File: src/rtl/seg_disp_pkg.sv
// Shared types and constants for the 7-segment display arbiter.
// State encoding is fixed so waveforms read the same across tools.
package seg_disp_pkg;

    localparam int DISP_W = 16;
    localparam logic [DISP_W-1:0] IDLE_VALUE_DEF = 16'h0000;

    typedef enum logic [1:0] {
        ST_IDLE = 2'd0,
        ST_HOLD = 2'd1,
        ST_PIN  = 2'd2
    } state_e;

endpackage

File: src/rtl/seg_display_arbiter_rr_pick.sv
// Round-robin search: first set request after `last`, wrapping,
// with `last` itself examined at the very end.
module rr_pick #(
    parameter int NUM_SRC = 4,
    parameter int SEL_W   = 2
)(
    input  logic [NUM_SRC-1:0] req,
    input  logic [SEL_W-1:0]   last,
    output logic               found,
    output logic [SEL_W-1:0]   idx
);

    int                 j;
    logic [SEL_W-1:0]   jj;

    always_comb begin
        found = 1'b0;
        idx   = '0;
        j     = 0;
        jj    = '0;
        for (int k = 1; k <= NUM_SRC; k++) begin
            j  = (int'(last) + k) % NUM_SRC;
            jj = SEL_W'(j);
            if (!found && req[jj]) begin
                found = 1'b1;
                idx   = jj;
            end
        end
    end

endmodule

File: src/rtl/seg_display_arbiter.sv
// Shares one 4-digit hex display among several requesters with
// round-robin ownership, a minimum hold time and a debug pin override.
module seg_display_arbiter
    import seg_disp_pkg::*;
#(
    parameter int                NUM_SRC     = 4,
    parameter int                CNT_W       = 24,
    parameter logic [CNT_W-1:0]  HOLD_CYCLES = 24'd2_500_000,
    parameter logic [DISP_W-1:0] IDLE_VALUE  = IDLE_VALUE_DEF,
    localparam int               SEL_W       = (NUM_SRC > 1) ? $clog2(NUM_SRC) : 1
)(
    input  logic                      clk,
    input  logic                      rst,
    input  logic [NUM_SRC-1:0]        src_req,
    input  logic [DISP_W*NUM_SRC-1:0] src_data,
    input  logic                      pin_en,
    input  logic [SEL_W-1:0]          pin_sel,
    output logic [DISP_W-1:0]         disp_data,
    output logic [NUM_SRC-1:0]        grant,
    output logic [SEL_W-1:0]          owner,
    output logic                      owner_valid,
    output logic                      switch_pulse
);

    localparam logic [CNT_W-1:0] RELOAD = HOLD_CYCLES - CNT_W'(1);

    state_e              state_q, state_d;
    logic [CNT_W-1:0]    cnt_q, cnt_d;
    logic [SEL_W-1:0]    owner_q, owner_d;
    logic                valid_q, valid_d;
    logic [NUM_SRC-1:0]  grant_q, grant_d;
    logic                pulse_q, pulse_d;
    logic [DISP_W-1:0]   disp_q, disp_d;

    logic                pick_found;
    logic [SEL_W-1:0]    pick_idx;
    logic                owner_ok;
    logic                owner_req;
    logic                pin_ok;
    logic [DISP_W-1:0]   src_word [NUM_SRC];

    for (genvar g = 0; g < NUM_SRC; g++) begin : g_word
        assign src_word[g] = src_data[DISP_W*g +: DISP_W];
    end

    rr_pick #(
        .NUM_SRC (NUM_SRC),
        .SEL_W   (SEL_W)
    ) u_pick (
        .req   (src_req),
        .last  (owner_q),
        .found (pick_found),
        .idx   (pick_idx)
    );

    assign owner_ok  = (int'(owner_q) < NUM_SRC);
    assign owner_req = owner_ok && src_req[owner_q];
    assign pin_ok    = (int'(pin_sel) < NUM_SRC);

    always_comb begin
        state_d = state_q;
        cnt_d   = cnt_q;
        owner_d = owner_q;
        valid_d = valid_q;
        if (pin_en) begin
            state_d = ST_PIN;
            owner_d = pin_sel;
            valid_d = pin_ok;
        end else begin
            case (state_q)
                ST_IDLE: begin
                    if (pick_found) begin
                        state_d = ST_HOLD;
                        owner_d = pick_idx;
                        valid_d = 1'b1;
                        cnt_d   = RELOAD;
                    end
                end
                ST_HOLD: begin
                    if (!owner_req) begin
                        // Owner gave up the display: skip the remaining hold.
                        if (pick_found) begin
                            owner_d = pick_idx;
                            cnt_d   = RELOAD;
                        end else begin
                            state_d = ST_IDLE;
                            valid_d = 1'b0;
                        end
                    end else if (cnt_q == '0) begin
                        if (pick_idx != owner_q) begin
                            owner_d = pick_idx;
                            cnt_d   = RELOAD;
                        end
                    end else begin
                        cnt_d = cnt_q - CNT_W'(1);
                    end
                end
                ST_PIN: begin
                    state_d = ST_HOLD;
                    valid_d = 1'b1;
                    cnt_d   = RELOAD;
                    if (owner_req) begin
                        owner_d = owner_q;
                    end else if (pick_found) begin
                        owner_d = pick_idx;
                    end else begin
                        state_d = ST_IDLE;
                        valid_d = 1'b0;
                        cnt_d   = cnt_q;
                    end
                end
                default: begin
                    state_d = ST_IDLE;
                    valid_d = 1'b0;
                end
            endcase
        end
    end

    always_comb begin
        grant_d = '0;
        if (valid_d) begin
            grant_d[owner_d] = 1'b1;
        end
        pulse_d = (valid_d != valid_q) || (owner_d != owner_q);
        disp_d  = (valid_q && owner_ok) ? src_word[owner_q] : IDLE_VALUE;
    end

    always_ff @(posedge clk) begin
        if (rst) begin
            state_q <= ST_IDLE;
            cnt_q   <= '0;
            owner_q <= SEL_W'(NUM_SRC - 1);
            valid_q <= 1'b0;
            grant_q <= '0;
            pulse_q <= 1'b0;
            disp_q  <= IDLE_VALUE;
        end else begin
            state_q <= state_d;
            cnt_q   <= cnt_d;
            owner_q <= owner_d;
            valid_q <= valid_d;
            grant_q <= grant_d;
            pulse_q <= pulse_d;
            disp_q  <= disp_d;
        end
    end

    assign disp_data    = disp_q;
    assign grant        = grant_q;
    assign owner        = owner_q;
    assign owner_valid  = valid_q;
    assign switch_pulse = pulse_q;

endmodule

File: config.mk
export PLATFORM = sky130hd
export DESIGN_NAME = seg_display_arbiter
export DESIGN_NICKNAME = d
export VERILOG_FILES = /design/src/rtl/seg_disp_pkg.sv /design/src/rtl/seg_display_arbiter_rr_pick.sv /design/src/rtl/seg_display_arbiter.sv
export SDC_FILE = /design/constraint.sdc
export NUM_CORES = 1
export LEC_CHECK = 0
export BUFFER_PORTS_ARGS = -buffer_cell sky130_fd_sc_hd__buf_2
export CAP_MARGIN = 25
export CELL_PAD_IN_SITES_DETAIL_PLACEMENT = 0
export CELL_PAD_IN_SITES_GLOBAL_PLACEMENT = 1
export CORE_UTILIZATION = 35
export DETAILED_ROUTE_END_ITERATION = 7
export GPL_TIMING_DRIVEN = 0
export PLACE_DENSITY = 0.75
export SLEW_MARGIN = 15
export SYNTH_ARGS = -nofsm -noshare
export SYNTH_HDL_FRONTEND = slang
export SYNTH_HIERARCHICAL = 1
export SYNTH_SLANG_ARGS = --single-unit
File: constraint.sdc
create_clock -name clk -period 2.1 [get_ports clk]
set_input_delay 0.42 -clock clk [delete_from_list [all_inputs] [get_ports clk]]
set_output_delay 0.42 -clock clk [all_outputs]
set_load 0.02 [all_outputs]
==> summary.md <==
| Metric | Value |
|---|---|
| Status | finished, violations left |
| Failing checks | setup timing |
| Row Count | 35 |
| Largest net degree at the start of global routing | 15 |
| Main flop type after synthesis | dfxtp_1 |
| Max Buffers Root-to-Sink | 2 |
| Initial Utilization | 35.9% |
| Final #Nets | 579 |
| Async SR Flop Fraction | 0% |
| Leak pwr | 1.90 nW |
| Total negative slack | -1.43 ns |
| Met1 usage | 25.9% |
| Total global routing overflow | 0 |
| Gr busiest metal | met2 |
| Die W | 98.9 µm |
| Reg2reg end | cnt_q[0]$_SDFFE_PP0P_ |
| Max Clock Freq | 0.454 GHz |
| Die area | 9790 µm² |
| CTS tree | done |
| Min cycle time layout | 2.20 ns |
| Place WS | -0.393 ns |
| Port Buffers | 94 |
| Clock-pin slew on the worst setup and hold paths | 0.10 ns |
| Hold Path Sink | cnt_q[23]$_SDFFE_PP0P_ |
| Finished Layout Cells | 611 |
| Leading cell type in the layout, fill and taps excluded | buf_2 |
| Post-Syn Nets | 454 |
| Met3 GRT Util | 2.20% |
| Worst Skew | 0.0128 ns |
| Worst Max-Slew Pin Slew | 0.800 ns |
| Synth Warn # | 6 |
| CP Data Required Time | 2.28 ns |
| Worst Hold Launch | cnt_q[23]$_SDFFE_PP0P_ |
| First-pass GRT wire length | 15500 µm |
| Adder-Cell Fraction of Synth Area | 2.28% |
| DP HPWL | 7040 µm |
| Initial antenna violation count | 0 |
| Hold Crit Depth | 2 |
| I/O pin count | 97 |
| Remaining DRCs | 0 |
| Mapped cell area | 3290 µm² |
| Inserted Clock Buffers | 5 |
| Number of global-route vias before repair | 3099 |
| Final Power | 2.74 mW |
| H-tree depth | 2 |
| Final hold viol count | 0 |
| Placed cell count | 580 |
| Vias after detailed routing | 3344 |
| Met2 GRT Util | 33.8% |
| Clk_lat worst skew | 0.31 ns |
| Slew Limit Fails | 0 |
| Seq/Total Area, Yosys | 30.4% |
| Hold Crit Class | flip-flop to flip-flop |
| Synth Area per Inst | 8.77 µm² |
| Synth top area cells | dfxtp_1, mux4_2, o21ai_0 |
| Final wirelength | 9750 µm |
| Crit path max fanout | 7 |
| Post-synth EDFFs | 0 |
| Routed Antenna Nets | 0 |
| WS Path Type | flip-flop to flip-flop |
| Die height | 98.9 µm |
| Synth area leader | dfxtp_1 |
| Area delta synth->final | 37.6% |
| Mux cell area share after synthesis | 12.9% |
| Yosys top cell area share | 30.4% |
| Final Core Density | 49.4% |
| Worst R2R Start | cnt_q[10]$_SDFFE_PP0P_ |
| Pwr dens | 605 nW/µm² |
| Reg2Reg Depth | 7 |
| Inserted Diodes | 0 |
| Complex-gate fraction of the synthesized area | 19.8% |
| DR iter-0 viols | 145 |
| CTS Sinks | 50 |
| Routed WL per cell | 16.0 µm |
| RD Place Congestion | 0.828 |
| Layout cells sized above 1 | 45.2% |
| Crit end category | flip-flop |
| Hold-fix buffers, CTS | 0 |
| Worst VDD drop | 249 µV |
| Largest family of logic cells by synthesized area | simple AND/OR/NAND/NOR gates |
| PnR worst setup slack | -0.103 ns |
| Post-synthesis simple-gate area fraction | 26.6% |
| Drt via density | 5.47 |
| Tot GR Track Use | 19.6% |
| Fraction of synthesized cell area in xor and xnor cells | 2.93% |
| RSZ-0062 raised after global routing | true |
| Critical Path AT | 2.39 ns |
| Most frequent cells in the layout | buf_2, dfxtp_1, nor2_1, o21ai_0, nor2b_1 |
| CP Launch Type | flip-flop |
| DRT Pass-1 Iters | 4 |
| Setup violators final | 21 |
| Slew HR | 46.7% |
| Tcrit/Tclk final | 105% |
| FF+latch count, synth | 50 |
| Synth Instances | 375 |
| Yosys cell types | 64 |
| Core footprint | 9150 µm² |
| R2r setup slk | -0.10 ns |
| CTS Root Cell | clkbuf_8 |
| Max Cap Viol | 0 |
## cell usage after synthesis, types with 3 or more instances
cell / number
o21ai_0: 31
mux4_2: 17
a211oi_1: 15
a21o_1: 3
nor4_1: 8
xor2_1: 8
a21oi_1: 20
nor2_1: 39
or2_2: 7
buf_2: 5
buf_6: 3
o211ai_1: 4
ha_1: 6
nor3_1: 11
or4_1: 3
inv_1: 10
nor2b_1: 23
nor3b_1: 4
dfxtp_1: 50
clkbuf_1: 15
nand2b_1: 6
a31oi_1: 4
nand2_1: 21
or3_1: 4
xnor2_1: 3
nand3_1: 7
## flip-flops by register name, summed over array words and instances (netlist names)
register      flops
owner             2
cnt_q            24
state_q           2
disp_data        16
switch_pulse      1
grant             4
owner_valid       1
## routing by layer
| metal | up-vias | part of all wire (%) | wire [µm] |
|---|---|---|---|
| met1 | 1613 | 45 | 4390 |
| met5 | - | 0 | 0 |
| met4 | 0 | 1.4 | 137 |
| met3 | 11 | 4.3 | 418 |
| met2 | 90 | 49 | 4800 |
| li1 | 1630 | - | - |
## worst max-delay path: stages, from the launching register on
cell and delay, ns:
dfxtp_4 0.35, or4_4 0.52, nand4b_4 0.28, o31a_4 0.37, and2b_2 0.25, buf_6 0.15, nor2_2 0.09, a211oi_2 0.05
## per-stage QoR
stage | hold slack [ns] | instance area (µm²)
final | 0.521 | 4530
after global routing | 0.540 | 4530
after CTS | 0.510 | 4330
after detailed placement | 0.496 | 3910
after global placement | 0.481 | 3910
after floorplan | 0.463 | 3300
## final cells by class
type | instances | area (µm²)
repair buffers | 121 | 697
flip-flops and latches | 50 | 1010
inverters | 10 | 37.5
well taps | 111 | 139
plain buffers | 23 | 150
fillers | 873 | 4630
multi-input cells | 289 | 2380
clock buffers | 7 | 108
## what timing repair did
| action | in CTS | in global routing |
|---|---|---|
| setup endpoints to repair | 41 | 39 |
| cloned | 3 | 0 |
| pin swaps | 23 | 22 |
| buffers inserted | 19 | 5 |
| gates resized for setup | 47 | 45 |
## where the power goes
| part | internal (mW) | switching [mW] | total (mW) | leakage, nW |
|---|---|---|---|---|
| clock | 0.334 | 0.340 | 0.675 | 0.0555 |
| combinational | 0.478 | 0.517 | 0.995 | 1.44 |
| sequential | 1.01 | 0.0593 | 1.07 | 0.412 |
| total | 1.82 | 0.916 | 2.74 | 1.90 |
## cell families after synthesis
group                      after synthesis
AOI/OAI and AO/OA                       97
and+or+nand+nor                        154
muxes                                   21
xor gates and xnor gates                11
buffers and inverters                   36
adders and majority gates                6
DFF                                     50
## worst max path at each step
stage                                      start                      end  depth (start not counted)
after global routing      cnt_q[10]$_SDFFE_PP0P_   cnt_q[13]$_SDFFE_PP0P_                          7
after CTS                 cnt_q[10]$_SDFFE_PP0P_      owner[0]$_SDFF_PP1_                          6
after global placement     cnt_q[5]$_SDFFE_PP0P_    cnt_q[8]$_SDFFE_PP0P_                          7
after floorplan              owner[0]$_SDFF_PP1_    cnt_q[7]$_SDFFE_PP0P_                          9
final                     cnt_q[10]$_SDFFE_PP0P_    cnt_q[0]$_SDFFE_PP0P_                          7
after detailed placement              src_req[1]  switch_pulse$_SDFF_PP0_                         10
Note: power is estimated with default switching activity, not from simulation.
